File: config.mk
export PLATFORM = sky130hd
export DESIGN_NAME = gsensor_spi_sampler
export DESIGN_NICKNAME = d
export VERILOG_FILES = /design/src/rtl/gsensor_spi_sampler.sv
export SDC_FILE = /design/constraint.sdc
export NUM_CORES = 1
export LEC_CHECK = 0
export ABC_AREA = 1
export BUFFER_PORTS_ARGS = -buffer_cell sky130_fd_sc_hd__clkbuf_2
export CAP_MARGIN = 20
export CORE_AREA = 4 4 145 147
export CTS_CLUSTER_DIAMETER = 50
export DETAILED_ROUTE_END_ITERATION = 6
export DIE_AREA = 0 0 149 151
export PLACE_DENSITY = 0.75
export SYNTH_ARGS = -nofsm -noshare
export SYNTH_HDL_FRONTEND = slang
export SYNTH_SLANG_ARGS = --single-unit
export TNS_END_PERCENT = 30
File: constraint.sdc
create_clock -name clk -period 7.4 [get_ports clk]
set_clock_uncertainty 0.05 [all_clocks]
set_input_delay 1.11 -clock clk [delete_from_list [all_inputs] [get_ports clk]]
set_output_delay 1.11 -clock clk [all_outputs]
set_load 0.05 [all_outputs]
File: src/rtl/gsensor_spi_sampler.sv
// gsensor_spi_sampler: SPI mode-3 master that configures the ADXL345, then burst-reads X/Y/Z.
// Latency: accel_x/y/z and sample_valid update one clk after cs_n rises at the end of the read frame.
// Backpressure: none. Samples are not queued; a trigger that arrives mid-transaction starts the next read after the gap.
// Build option GSENSOR_DRDY_EN: adds the INT_ENABLE write and triggers reads from synchronised INT1 instead of the period timer.
module gsensor_spi_sampler #(
  parameter int CLK_DIV       = 13,
  parameter int SAMPLE_PERIOD = 500000,
  parameter int CS_GAP        = 50,
  parameter int PWRUP_WAIT    = 100000
) (
  input  logic        clk,
  input  logic        rst,
  input  logic        en,
  input  logic        gsensor_int1,
  input  logic        spi_sdo,
  output logic        spi_sdi,
  output logic        spi_sclk,
  output logic        spi_cs_n,
  output logic [15:0] accel_x,
  output logic [15:0] accel_y,
  output logic [15:0] accel_z,
  output logic        sample_valid,
  output logic        init_done,
  output logic        busy
);

  localparam int DIV_W = (CLK_DIV > 1) ? $clog2(CLK_DIV) : 1;

  localparam logic [2:0] ST_PWRUP = 3'd0;
  localparam logic [2:0] ST_INIT  = 3'd1;
  localparam logic [2:0] ST_GAP   = 3'd2;
  localparam logic [2:0] ST_IDLE  = 3'd3;
  localparam logic [2:0] ST_READ  = 3'd4;
  localparam logic [2:0] ST_LATCH = 3'd5;

  localparam logic [7:0] RD_CMD    = 8'hF2;   // read, multi-byte, start at DATAX0 (0x32)
  localparam logic [5:0] INIT_BITS = 6'd16;
  localparam logic [5:0] READ_BITS = 6'd56;

`ifdef GSENSOR_DRDY_EN
  localparam int NUM_INIT = 4;
`else
  localparam int NUM_INIT = 3;
`endif

  // Register writes issued after power-up, one CS frame each.
  function automatic logic [15:0] init_word(input logic [1:0] idx);
    case (idx)
      2'd0:    init_word = 16'h310B;  // DATA_FORMAT: full resolution, +/-16 g
      2'd1:    init_word = 16'h2C0A;  // BW_RATE: 100 Hz
      2'd2:    init_word = 16'h2D08;  // POWER_CTL: measure
      default: init_word = 16'h2E80;  // INT_ENABLE: DATA_READY (only reached with DRDY build)
    endcase
  endfunction

  logic [2:0]       state_q, state_d;
  logic [31:0]      cnt_q, cnt_d;          // power-up wait and CS gap counter
  logic [DIV_W-1:0] div_q, div_d;          // clk cycles within an SCLK half-period
  logic [6:0]       half_q, half_d;        // SCLK edge index within the frame
  logic [5:0]       nbits_q, nbits_d;      // frame length in bits
  logic [55:0]      tx_q, tx_d;            // MOSI shifter, MSB goes out first
  logic [47:0]      rx_q, rx_d;            // MISO shifter, keeps the last 6 bytes
  logic [1:0]       init_idx_q, init_idx_d;
  logic             cs_n_q, cs_n_d;
  logic             sclk_q, sclk_d;
  logic             sdi_q, sdi_d;
  logic [15:0]      accel_x_q, accel_x_d;
  logic [15:0]      accel_y_q, accel_y_d;
  logic [15:0]      accel_z_q, accel_z_d;
  logic             sample_valid_q, sample_valid_d;
  logic             init_done_q, init_done_d;
  logic             busy_q, busy_d;

  logic             read_trig;
  logic             read_go;
  logic             load_frame;
  logic [55:0]      load_word;
  logic [5:0]       load_bits;

`ifdef GSENSOR_DRDY_EN
  logic int1_meta_q, int1_meta_d;
  logic int1_sync_q, int1_sync_d;

  // Two-flop synchroniser for the asynchronous INT1 pin.
  always_comb begin
    int1_meta_d = gsensor_int1;
    int1_sync_d = int1_meta_q;
  end

  // Synchroniser state.
  always_ff @(posedge clk or posedge rst) begin
    if (rst) begin
      int1_meta_q <= 1'b0;
      int1_sync_q <= 1'b0;
    end else begin
      int1_meta_q <= int1_meta_d;
      int1_sync_q <= int1_sync_d;
    end
  end

  assign read_trig = int1_sync_q;
`else
  localparam int TMR_W = $clog2(SAMPLE_PERIOD + 1);

  logic [TMR_W-1:0] tmr_q, tmr_d;
  logic             unused_int1;

  assign unused_int1 = gsensor_int1;

  // Period timer: reloads on each read start, then counts down and parks at zero (expired).
  always_comb begin
    tmr_d = tmr_q;
    if (read_go) begin
      tmr_d = TMR_W'(SAMPLE_PERIOD - 1);
    end else if (tmr_q != '0) begin
      tmr_d = tmr_q - TMR_W'(1);
    end
  end

  // Timer state; starts expired so the first read follows init immediately.
  always_ff @(posedge clk or posedge rst) begin
    if (rst) begin
      tmr_q <= '0;
    end else begin
      tmr_q <= tmr_d;
    end
  end

  assign read_trig = (tmr_q == '0);
`endif

  assign read_go = (state_q == ST_IDLE) && en && read_trig;

  // Sequencer plus bit engine: walks power-up, config frames, gaps and read frames.
  always_comb begin
    state_d        = state_q;
    cnt_d          = cnt_q;
    div_d          = div_q;
    half_d         = half_q;
    nbits_d        = nbits_q;
    tx_d           = tx_q;
    rx_d           = rx_q;
    init_idx_d     = init_idx_q;
    cs_n_d         = cs_n_q;
    sclk_d         = sclk_q;
    sdi_d          = sdi_q;
    accel_x_d      = accel_x_q;
    accel_y_d      = accel_y_q;
    accel_z_d      = accel_z_q;
    sample_valid_d = 1'b0;
    init_done_d    = init_done_q;
    load_frame     = 1'b0;
    load_word      = '0;
    load_bits      = INIT_BITS;

    case (state_q)
      ST_PWRUP: begin
        if (cnt_q == 32'(PWRUP_WAIT - 1)) begin
          state_d    = ST_INIT;
          init_idx_d = 2'd0;
          load_frame = 1'b1;
          load_word  = {init_word(2'd0), 40'd0};
        end else begin
          cnt_d = cnt_q + 32'd1;
        end
      end

      ST_INIT, ST_READ: begin
        if (div_q == DIV_W'(CLK_DIV - 1)) begin
          div_d = '0;
          if (half_q == {nbits_q, 1'b0}) begin
            // One half-period after the last rising edge: close the frame.
            cs_n_d  = 1'b1;
            sdi_d   = 1'b0;
            cnt_d   = '0;
            state_d = (state_q == ST_READ) ? ST_LATCH : ST_GAP;
          end else if (!half_q[0]) begin
            sclk_d = 1'b0;
            sdi_d  = tx_q[55];
            tx_d   = {tx_q[54:0], 1'b0};
            half_d = half_q + 7'd1;
          end else begin
            sclk_d = 1'b1;
            rx_d   = {rx_q[46:0], spi_sdo};
            half_d = half_q + 7'd1;
          end
        end else begin
          div_d = div_q + DIV_W'(1);
        end
      end

      ST_LATCH: begin
        // Bytes arrive X0,X1,Y0,Y1,Z0,Z1; each axis is little-endian.
        accel_x_d      = {rx_q[39:32], rx_q[47:40]};
        accel_y_d      = {rx_q[23:16], rx_q[31:24]};
        accel_z_d      = {rx_q[7:0],   rx_q[15:8]};
        sample_valid_d = 1'b1;
        state_d        = ST_GAP;
      end

      ST_GAP: begin
        if (cnt_q == 32'(CS_GAP - 1)) begin
          if (init_done_q) begin
            state_d = ST_IDLE;
          end else if (init_idx_q == 2'(NUM_INIT - 1)) begin
            init_done_d = 1'b1;
            state_d     = ST_IDLE;
          end else begin
            init_idx_d = init_idx_q + 2'd1;
            state_d    = ST_INIT;
            load_frame = 1'b1;
            load_word  = {init_word(init_idx_q + 2'd1), 40'd0};
          end
        end else begin
          cnt_d = cnt_q + 32'd1;
        end
      end

      ST_IDLE: begin
        if (read_go) begin
          state_d    = ST_READ;
          load_frame = 1'b1;
          load_word  = {RD_CMD, 48'd0};
          load_bits  = READ_BITS;
        end
      end

      default: begin
        state_d = ST_PWRUP;
        cnt_d   = '0;
      end
    endcase

    // Opening a frame: cs_n falls now, first SCLK edge CLK_DIV cycles later.
    if (load_frame) begin
      cs_n_d  = 1'b0;
      tx_d    = load_word;
      nbits_d = load_bits;
      div_d   = '0;
      half_d  = '0;
    end

    busy_d = (state_d == ST_INIT) || (state_d == ST_READ) ||
             (state_d == ST_LATCH) || (state_d == ST_GAP);
  end

  // State and output registers; reset parks the bus idle and discards any partial read.
  always_ff @(posedge clk or posedge rst) begin
    if (rst) begin
      state_q        <= ST_PWRUP;
      cnt_q          <= '0;
      div_q          <= '0;
      half_q         <= '0;
      nbits_q        <= INIT_BITS;
      tx_q           <= '0;
      rx_q           <= '0;
      init_idx_q     <= '0;
      cs_n_q         <= 1'b1;
      sclk_q         <= 1'b1;
      sdi_q          <= 1'b0;
      accel_x_q      <= '0;
      accel_y_q      <= '0;
      accel_z_q      <= '0;
      sample_valid_q <= 1'b0;
      init_done_q    <= 1'b0;
      busy_q         <= 1'b0;
    end else begin
      state_q        <= state_d;
      cnt_q          <= cnt_d;
      div_q          <= div_d;
      half_q         <= half_d;
      nbits_q        <= nbits_d;
      tx_q           <= tx_d;
      rx_q           <= rx_d;
      init_idx_q     <= init_idx_d;
      cs_n_q         <= cs_n_d;
      sclk_q         <= sclk_d;
      sdi_q          <= sdi_d;
      accel_x_q      <= accel_x_d;
      accel_y_q      <= accel_y_d;
      accel_z_q      <= accel_z_d;
      sample_valid_q <= sample_valid_d;
      init_done_q    <= init_done_d;
      busy_q         <= busy_d;
    end
  end

  assign spi_cs_n     = cs_n_q;
  assign spi_sclk     = sclk_q;
  assign spi_sdi      = sdi_q;
  assign accel_x      = accel_x_q;
  assign accel_y      = accel_y_q;
  assign accel_z      = accel_z_q;
  assign sample_valid = sample_valid_q;
  assign init_done    = init_done_q;
  assign busy         = busy_q;

endmodule

==> flow_metrics.env, run 1 <==
export IMPL_status="complete, no violations"
export IMPL_grt_start_max_net_pins=108
export IMPL_detail_route_antenna_nets=0
export IMPL_reg2reg_setup_slack_ns=4.37
export IMPL_initialDrtViolationCount=472
export IMPL_worstPathArrival_ns=3.30
export IMPL_nets=1144
export IMPL_grt_pass1_wl_um=32100
export IMPL_clk_latency_ns=0.45
export IMPL_synth_seq_cells=186
export IMPL_required_ns=7.68
export IMPL_wl_per_cell_um=13.3
export IMPL_die_y_um=151
export IMPL_max_freq_mhz=330
export IMPL_synth_avg_cell_area_um2=8.64
export IMPL_rsz0062_at_grt="no"
export IMPL_finalSetupTns_ns=0
export IMPL_hold_viol_final=0
export IMPL_clkSlewWorstSetupHoldPaths_ns=0.08
export IMPL_syn_inst=1077
export IMPL_clock_sinks=186
export IMPL_grt_use_total_pct=17.4
export IMPL_antenna_cells=0
export IMPL_yosysTopAreaCell="dfrtp_1"
export IMPL_post_place_cells=1377
export IMPL_synth_edf_count=0
export IMPL_antenna_found_initial=0
export IMPL_hold_class="reg -> reg"
export IMPL_routed_wl_um=18800
export IMPL_maxCapViolations=0
export IMPL_synth_most_common_cell="nand2_1"
export IMPL_cp_end_kind="register"
export IMPL_seqCellArea_mm2=0.00466
export IMPL_yosysSeqAreaShare_pct=50.0
export IMPL_drc=0
export IMPL_slew_headroom_pct=35.3
export IMPL_die_w_um=149
export IMPL_start_kind="register"
export IMPL_post_route_util_pct=52.0
export IMPL_ir_drop_mv=0.167
export IMPL_core_area_mm2=0.0199
export IMPL_cts_tree="done"
export IMPL_avgViaCountPerCell=5.03
export IMPL_postCtsSetupBuffers=0
export IMPL_row_count=52
export IMPL_cts_resized=0
export IMPL_placed_area_mm2=0.00970
export IMPL_hpwl_um=12900
export IMPL_multi_input_area_mm2=0.00386
export IMPL_cts_buffers=17
export IMPL_die_area_mm2=0.0225
export IMPL_cts_max_level=4
export IMPL_maxSlewViolCount=0
export IMPL_portBuffers=57
export IMPL_drive_gt1_share_pct=19.6
export IMPL_synth_top_area_share_pct=49.5
export IMPL_via_count=7096
export IMPL_instances_no_fill=1410
export IMPL_grt_pass1_vias=6720
export IMPL_syn_nets=1094
export IMPL_setup_viol_count_final=0
export IMPL_synth_cell_types=46
export IMPL_stdcell_area_mm2=0.0104
export IMPL_netlist_area_mm2=0.00931
export IMPL_ys_top_cells_by_area="dfrtp_1 (49%), nand2_1 (10%), inv_1 (5.2%), o21ai_0 (4.4%), o21ai_2 (4.2%)"
export IMPL_nFillCells=1845
export IMPL_start_util_pct=46.8
export IMPL_worstSetupPathType="reg -> reg"
export IMPL_syn_to_final_growth_pct=11.3
export IMPL_cts_root_buf="clkbuf_16"
export IMPL_power_density_mw_per_mm2=202
export IMPL_tightest_slew_ns=0.969
export IMPL_power_mw=2.09
export IMPL_yosysWarnings=0
export IMPL_ctsHoldBuffers=0
export IMPL_cpPeakStageDelay_ns=0.79
export IMPL_path_cells="inv_2 > nand2_2 > inv_1 > nand2_2 > buf_4 > nand3_2 > nor2_4 > inv_2 > a21oi_1 > nor2_1"
export IMPL_dr_pass1_iters=5
export IMPL_critPathMaxFanout=99
export IMPL_ys_flop_type="dfrtp_1"
export IMPL_grt_overflow=0
export IMPL_synthTopCellsByCount="nand2_1 (248), dfrtp_1 (184), inv_1 (128), nor2_1 (100), o21ai_0 (81)"
export IMPL_period_minus_slack_ns=3.03
export IMPL_leakagePower_nw=4.95
export IMPL_async_flop_share_pct=100
export IMPL_cts_path_max_buffers=2
export IMPL_io_pins=59
export IMPL_finalCritPeriodShare_pct=40.9
export IMPL_place_congestion=0.943
export IMPL_crit_slowest_cell="nor2_4"
[stage by stage]
stage	hold slack, ns	worst slack (ns)
6_report	0.436	4.37
2_1_floorplan	0.392	1.19
3_5_place_dp	0.410	4.38
5_1_grt	0.450	4.10
4_1_cts	0.435	4.37
3_3_place_gp	0.409	4.42
[worst max-delay path: cells and delay by family, from the launching register on]
kind | cells | cell delay (ns)
and+or+nand+nor | 5 | 1.16
AOI/OAI and AO/OA | 1 | 0.19
DFF | 1 | 0.49
buffers and inverters | 4 | 1.01
[per-layer routing]
layer  track usage [%]  part of all wire (%)
met3              3.53                   4.4
met4              6.27                   2.1
met2              27.9                    47
met1              23.7                    46
met5                 0                     0
[area by class of cell]
cell class                 count  share of cell area [%]
timing repair buffer          61                    3.24
multi-input combinational    722                    37.3
clock buffer                  17                    4.11
sequential                   186                    44.9
clock inverter                15                    2.02
tap                          270                    3.26
inverter                     139                    5.17
[sequential cells by signal, indices dropped and copies added (netlist names)]
signal,cells
rx_q,48
busy,1
spi_sdi,1
sample_valid,1
spi_sclk,1
half_q,7
tmr_q,19
cnt_q,32
spi_cs_n,1
div_q,4
init_done,1
state_q,3
accel_x,16
init_idx_q,2
accel_y,16
nbits_q,1
accel_z,16
tx_q,16
[cells in the final DEF, fill, tap and decap left out, types with 3 or more instances in the layout]
| cell type | count |
|---|---|
| nand2_1 | 248 |
| o21ai_1 | 7 |
| clkinv_8 | 7 |
| nand3_1 | 37 |
| nand4_1 | 23 |
| nor2_4 | 4 |
| buf_4 | 3 |
| xor2_1 | 26 |
| inv_2 | 7 |
| a21oi_1 | 14 |
| nand3_2 | 7 |
| nor2_8 | 3 |
| o21ai_2 | 45 |
| ha_1 | 12 |
| dfrtp_1 | 184 |
| inv_12 | 3 |
| o22ai_1 | 13 |
| inv_6 | 4 |
| inv_1 | 127 |
| nor2_1 | 100 |
| nor2_2 | 5 |
| clkbuf_16 | 17 |
| nor3_1 | 29 |
| o21ai_0 | 81 |
| nand2_4 | 3 |
| clkbuf_2 | 57 |
| xnor2_1 | 6 |
| nand2_2 | 44 |
[power breakdown]
| part | internal [mW] | switching (mW) | leakage (nW) |
|---|---|---|---|
| clock network | 0.470 | 0.475 | 0.304 |
| registers | 1.04 | 0.0249 | 2.47 |
| logic | 0.0271 | 0.0545 | 2.18 |
[cell families after synthesis]
group | share of synthesized area, %
adders and majority gates | 1.61
and+or+nand+nor | 25.8
buffers and inverters | 8.49
xor gates and xnor gates | 3.01
DFF | 50.0
AOI/OAI and AO/OA | 11.0
[final timing paths]
check                                 from         end  cells past startpoint
worst max register to register  state_q[1]    cnt_q[2]                     10
max in group asynchronous              rst    tmr_q[0]                      4
worst min register to register     rx_q[3]     rx_q[4]                      2
min in group asynchronous              rst  accel_x[9]                      2
worst min-delay path               rx_q[3]     rx_q[4]                      2
worst max-delay path            state_q[1]    cnt_q[2]                     10
(Power assumes the default switching activity.)
==> inputs of run 2 (changes only) <==
--- a/config.mk
+++ b/config.mk
@@ -12,7 +12,7 @@
 export CTS_CLUSTER_DIAMETER = 50
 export DETAILED_ROUTE_END_ITERATION = 6
 export DIE_AREA = 0 0 149 151
-export PLACE_DENSITY = 0.75
+export PLACE_DENSITY = 0.77
 export SYNTH_ARGS = -nofsm -noshare
 export SYNTH_HDL_FRONTEND = slang
 export SYNTH_SLANG_ARGS = --single-unit
==> constraint.sdc (replaced) <==
create_clock -name clk -period 2.65 [get_ports clk]
set_clock_uncertainty 0.05 [all_clocks]
set_input_delay 0.3975 -clock clk [delete_from_list [all_inputs] [get_ports clk]]
set_output_delay 0.3975 -clock clk [all_outputs]
set_load 0.05 [all_outputs]
==> run 2 against run 1 <==
Effect of this change: wire length grew 1.6%; highest routed layer unchanged; via count up 0.38%; largest cell class unchanged; cell count increased by 1.5%; core utilization is 0.80 points higher; non-clock buffer count grew 21.
==> flow_metrics.env, run 2 (same netlist as run 1, synthesis figures left out) <==
export IMPL_status="complete, no violations"
export IMPL_cts_max_level=4
export IMPL_tightest_slew_ns=0.823
export IMPL_largest_reg_flops=48
export IMPL_grt_start_max_net_pins=98
export IMPL_p_clk_share_pct=44.1
export IMPL_grt_use_total_pct=17.9
export IMPL_whs_endpoint="rx_q[0]"
export IMPL_portBuffers=57
export IMPL_worstSetupPathType="reg -> reg"
export IMPL_nFillCells=1829
export IMPL_antenna_found_initial=0
export IMPL_leakagePower_nw=5.05
export IMPL_cp_end_kind="register"
export IMPL_ir_drop_mv=0.387
export IMPL_detail_route_antenna_nets=0
export IMPL_nets=1165
export IMPL_cts_path_max_buffers=2
export IMPL_start_util_pct=46.8
export IMPL_max_freq_mhz=431
export IMPL_p_sw_mw=1.47
export IMPL_required_ns=2.96
export IMPL_cts_tree="done"
export IMPL_cts_root_buf="clkbuf_16"
export IMPL_worst_hold_startpoint="spi_sdo"
export IMPL_die_area_mm2=0.0225
export IMPL_hpwl_um=13600
export IMPL_worst_r2r_endpoint="cnt_q[9]"
export IMPL_die_w_um=149
export IMPL_grt_overflow=0
export IMPL_seqCellArea_mm2=0.00466
export IMPL_fin_hold_ws_ns=0.157
export IMPL_cts_resized=0
export IMPL_power_mw=5.73
export IMPL_power_density_mw_per_mm2=545
export IMPL_row_count=52
export IMPL_maxCapViolations=0
export IMPL_multi_input_area_mm2=0.00386
export IMPL_die_y_um=151
export IMPL_grt_pass1_vias=6881
export IMPL_hold_viol_final=0
export IMPL_grt_pass1_wl_um=32800
export IMPL_dr_pass1_iters=5
export IMPL_clk_latency_ns=0.44
export IMPL_place_congestion=0.956
export IMPL_clkSlewWorstSetupHoldPaths_ns=0.08
export IMPL_start_kind="register"
export IMPL_mostFrequentLayoutCell="nand2_1"
export IMPL_avgViaCountPerCell=4.98
export IMPL_top_register="rx_q"
export IMPL_hold_path_depth=3
export IMPL_core_area_mm2=0.0199
export IMPL_wl_per_cell_um=13.3
export IMPL_reg2reg_depth=11
export IMPL_antenna_cells=0
export IMPL_finalSetupTns_ns=0
export IMPL_switching_share_pct=25.7
export IMPL_r2r_start="half_q[0]"
export IMPL_worstPathArrival_ns=2.63
export IMPL_clock_sinks=186
export IMPL_syn_to_final_growth_pct=13.0
export IMPL_routed_wl_um=19100
export IMPL_top_regs="rx_q x48, cnt_q x32, tmr_q x19"
export IMPL_period_minus_slack_ns=2.32
export IMPL_seqPwrFrac_pct=51.8
export IMPL_drive_gt1_share_pct=21.0
export IMPL_post_route_util_pct=52.8
export IMPL_ctsHoldBuffers=1
export IMPL_critPathMaxFanout=25
export IMPL_drc=0
export IMPL_cts_buffers=17
export IMPL_power_internal_mw=4.26
export IMPL_hold_class="in -> reg"
export IMPL_slew_headroom_pct=45.1
export IMPL_maxSlewViolCount=0
export IMPL_finalCritPeriodShare_pct=87.5
export IMPL_via_count=7123
export IMPL_comb_power_share_pct=4.2
export IMPL_io_pins=59
export IMPL_final_cell_mix="nand2_1 (248), dfrtp_1 (184), inv_1 (127), nor2_1 (100), o21ai_0 (81)"
export IMPL_setup_viol_count_final=0
export IMPL_initialDrtViolationCount=467
export IMPL_reg2reg_setup_slack_ns=0.33
export IMPL_rsz0062_at_grt="no"
export IMPL_postCtsSetupBuffers=0
[run 2: changes by cell type in the layout (fill, tap and decap cells not counted), moves of 2 or more]
cell	previous run	this run
buf_12	0	5
buf_4	3	19
clkinv_8	7	4
clkinvlp_4	0	2
inv_12	3	0
inv_8	2	5
[run 2: how the worst max path moves through the flow]
| stage | start | endpoint | slack [ns] | depth (start not counted) |
|---|---|---|---|---|
| finish | half_q[0] | cnt_q[9] | 0.33 | 11 |
| global placement | half_q[0] | tx_q[49] | 0.38 | 13 |
| CTS | half_q[0] | cnt_q[9] | 0.32 | 11 |
| detailed placement | half_q[0] | cnt_q[5] | 0.33 | 11 |
| floorplan | rst | accel_x[0] | -0.19 | 1 |
| global route | half_q[0] | cnt_q[5] | 0.08 | 11 |
[run 2: final cells by class]
| class | instances | share of cell area, % |
|---|---|---|
| clock buffer | 17 | 4.04 |
| clock inverter | 15 | 1.61 |
| inverter | 139 | 5.05 |
| multi-input combinational | 722 | 36.7 |
| sequential | 186 | 44.3 |
| tap | 270 | 3.21 |
| timing repair buffer | 82 | 5.11 |
[run 2: per-layer routing]
layer  vias to the layer above  part of all wire [%]  track usage (%)
met5                         -                     0                0
met4                         0                   1.8             6.00
met3                        27                   4.3             3.17
met2                       160                    48             30.0
met1                      3359                    46             23.7
li1                       3577                     -                -
[run 2: worst max-delay path, cell delays in order, from the launching register on]
cell and delay [ns]:
dfrtp_1 0.41, inv_1 0.25, ha_1 0.21, nand2_1 0.05, nor2_1 0.23, nand3_1 0.18, nand2_2 0.11, nand3_2 0.09
nor2_4 0.14, buf_4 0.30, nand4_1 0.12, o21ai_0 0.09
[run 2: per-stage QoR]
step / cell area [um^2] / setup WS [ns] / instances
detailed placement: 9920 / 0.330 / 1398
finish: 10500 / 0.331 / 1431
global route: 10500 / 0.0825 / 1431
CTS: 10500 / 0.323 / 1431
global placement: 9920 / 0.382 / 1398
floorplan: 9310 / -0.188 / 1077
[run 2: power by group through the flow]
stage,registers [mW],clock network [mW],logic (mW)
4_1_cts,2.97,2.59,0.246
5_1_grt,2.98,2.71,0.280
3_3_place_gp,3.02,0,0.236
3_5_place_dp,3.02,0,0.245
6_report,2.97,2.53,0.239
2_1_floorplan,3.01,0,0.181
==> inputs of run 3 (changes only) <==
--- a/config.mk
+++ b/config.mk
@@ -5,14 +5,14 @@
 export SDC_FILE = /design/constraint.sdc
 export NUM_CORES = 1
 export LEC_CHECK = 0
-export ABC_AREA = 1
+export ABC_AREA = 0
 export BUFFER_PORTS_ARGS = -buffer_cell sky130_fd_sc_hd__clkbuf_2
 export CAP_MARGIN = 20
-export CORE_AREA = 4 4 145 147
+export CORE_AREA = 4 4 138 140
 export CTS_CLUSTER_DIAMETER = 50
 export DETAILED_ROUTE_END_ITERATION = 6
-export DIE_AREA = 0 0 149 151
-export PLACE_DENSITY = 0.77
+export DIE_AREA = 0 0 142 144
+export PLACE_DENSITY = 0.78
 export SYNTH_ARGS = -nofsm -noshare
 export SYNTH_HDL_FRONTEND = slang
 export SYNTH_SLANG_ARGS = --single-unit
==> run 3 against run 2 <==
Effect of this change: count of clock-buffer cells in the layout up 4; hold slack got worse by 0.11 ns; sequential share of layout area is 3.1 points higher; worst setup slack got worse by 0.20 ns.
==> flow_metrics.env, run 3 <==
export IMPL_die_y_um=144
export IMPL_tightest_slew_ns=0.778
export IMPL_clk_latency_ns=0.43
export IMPL_yosysTopAreaCell="dfrtp_1"
export IMPL_reg2reg_depth=8
export IMPL_synth_fa_ha_area_share_pct=1.77
export IMPL_reg2reg_setup_slack_ns=0.13
export IMPL_antenna_found_initial=0
export IMPL_power_density_mw_per_mm2=564
export IMPL_drc=0
export IMPL_synth_avg_cell_area_um2=10.3
export IMPL_cts_tree="done"
export IMPL_netlist_area_mm2=0.00848
export IMPL_worst_slack_ns=0.133
export IMPL_ys_flop_type="dfrtp_1"
export IMPL_setup_worst_path_start="cnt_q[1]"
export IMPL_via_count=6167
export IMPL_cts_root_buf="clkbuf_16"
export IMPL_instances_no_fill=1143
export IMPL_portBuffers=57
export IMPL_max_freq_mhz=397
export IMPL_detail_route_antenna_nets=0
export IMPL_row_count=49
export IMPL_grt_start_max_net_pins=50
export IMPL_synthTopCellsByCount="nand2_1 (199), dfrtp_1 (184), nor2_1 (56), mux2_2 (49)"
export IMPL_synth_xor_area_share_pct=3.82
export IMPL_final_cell_mix="nand2_1 (198), dfrtp_1 (184), clkbuf_2 (57), nor2_1 (56), mux2_2 (49)"
export IMPL_synth_most_common_cell="nand2_1"
export IMPL_cp_end_kind="register"
export IMPL_finalSetupTns_ns=0
export IMPL_drive_gt1_share_pct=22.1
export IMPL_synth_cell_types=66
export IMPL_period_minus_slack_ns=2.52
export IMPL_crit_slowest_cell="or4b_4"
export IMPL_clkSlewWorstSetupHoldPaths_ns=0.07
export IMPL_leakagePower_nw=4.98
export IMPL_pre_cts_slack_ns=0.166
export IMPL_mostFrequentLayoutCell="nand2_1"
export IMPL_yosysSeqAreaShare_pct=54.9
export IMPL_synthSimpleGateAreaFrac_pct=21.2
export IMPL_setup_viol_count_final=0
export IMPL_syn_nets=840
export IMPL_hold_class="in -> async"
export IMPL_die_area_mm2=0.0204
export IMPL_core_area_mm2=0.0178
export IMPL_worst_r2r_endpoint="init_idx_q[1]"
export IMPL_io_pins=59
export IMPL_cpPeakStageDelay_ns=0.48
export IMPL_synth_top_family_by_area="simple AND/OR/NAND/NOR gates"
export IMPL_worstSetupPathType="reg -> reg"
export IMPL_seqCellArea_mm2=0.00466
export IMPL_cts_path_max_buffers=2
export IMPL_synth_seq_cells=186
export IMPL_antenna_cells=0
export IMPL_dr_pass1_iters=5
export IMPL_path_cells="inv_1 > ha_1 > or4b_4 > nor4_4 > a21oi_2 > nand2b_1 > or3_1 > nand2_1"
export IMPL_top_register="rx_q"
export IMPL_post_place_cells=1111
export IMPL_syn_to_final_growth_pct=16.0
export IMPL_nFillCells=1543
export IMPL_critPathMaxFanout=7
export IMPL_top_regs="rx_q x48, cnt_q x32, tmr_q x19"
export IMPL_maxCapViolations=0
export IMPL_cts_buffers=17
export IMPL_slew_headroom_pct=48.1
export IMPL_hpwl_um=11500
export IMPL_avgViaCountPerCell=5.40
export IMPL_ctsHoldBuffers=0
export IMPL_synthMuxAreaShare_pct=7.21
export IMPL_grt_overflow=0
export IMPL_cts_resized=0
export IMPL_rsz0062_at_grt="no"
export IMPL_nets=918
export IMPL_worstPathArrival_ns=2.83
export IMPL_start_kind="register"
export IMPL_initialDrtViolationCount=395
export IMPL_async_flop_share_pct=100
export IMPL_syn_inst=823
export IMPL_postCtsSetupBuffers=0
export IMPL_grt_use_total_pct=17.3
export IMPL_maxSlewViolCount=0
export IMPL_clock_sinks=186
export IMPL_r2r_start="cnt_q[1]"
export IMPL_place_congestion=0.884
export IMPL_required_ns=2.96
export IMPL_ys_top_cells_by_area="dfrtp_1 (54%), nand2_1 (8.8%), mux2_2 (6.5%), xor2_1 (2.9%), nor2_1 (2.5%)"
export IMPL_grt_pass1_vias=6134
export IMPL_synth_compound_area_share_pct=8.56
export IMPL_finalCritPeriodShare_pct=95.0
export IMPL_wl_per_cell_um=14.9
export IMPL_hold_viol_final=0
export IMPL_start_util_pct=47.5
export IMPL_grt_pass1_wl_um=29300
export IMPL_yosysWarnings=0
export IMPL_die_w_um=142
export IMPL_routed_wl_um=17000
export IMPL_synth_edf_count=0
export IMPL_ir_drop_mv=0.570
export IMPL_synth_top_area_share_pct=54.3
export IMPL_cts_max_level=4
export IMPL_multi_input_area_mm2=0.00362
export IMPL_largest_reg_flops=48
export IMPL_status="complete, no violations"
-- run 3: how the worst max path moves through the flow --
stage | depth (start not counted) | to
final | 8 | init_idx_q[1]
after global routing | 8 | init_idx_q[1]
after CTS | 8 | init_idx_q[1]
after detailed placement | 8 | init_idx_q[1]
after global placement | 8 | init_idx_q[1]
after floorplan | 1 | accel_x[0]
-- run 3: cell type report --
cell class / instances / area share (%)
Clock inverter: 11 / 1.49
Clock buffer: 21 / 4.78
Multi-Input combinational cell: 589 / 36.8
Sequential cell: 186 / 47.3
Tap cell: 229 / 2.91
Inverter: 18 / 0.725
Timing Repair Buffer: 89 / 5.98
-- run 3: logic make-up (layout without fill, tap and decap cells) --
group | count (synthesis) | count (layout)
buf+inv | 48 | 139
compound gates | 109 | 109
mux | 55 | 55
xor+xnor | 37 | 37
fa+ha+maj | 12 | 12
flops | 186 | 186
simple gates | 376 | 376
-- run 3: per-layer routing --
metal  vias up  GRT usage (%)  wire length (um)
met5         -              0                 0
met4         0           4.95               247
met3        20           3.90               662
met2       108           27.8              8170
met1      3032           23.7              7960
li1       3007              -                 -
-- run 3: per-stage QoR --
step                      power, mW  instance area (um^2)  util [%]  hold WS [ns]
final                          5.55                  9840      55.2        0.0477
after global routing           5.73                  9840      55.2        0.0937
after CTS                      5.60                  9830      55.1        0.0700
after detailed placement       2.97                  9220      51.7         0.402
after global placement         2.97                  9220      51.7         0.396
after floorplan                2.94                  8490         -         0.383
-- run 3: critical path: cells and delay by family, from the launching register on --
family          cells  cell delay [ns]
flops               1             0.42
buf+inv             1             0.07
simple gates        5             1.65
fa+ha+maj           1             0.14
compound gates      1             0.13
-- run 3: power breakdown --
group	switching [mW]	internal (mW)	total [mW]	leakage, nW
combinational	0.0581	0.0182	0.0763	2.18
sequential	0.000480	2.84	2.84	2.51
clock	1.13	1.50	2.63	0.299
total	1.19	4.36	5.55	4.98
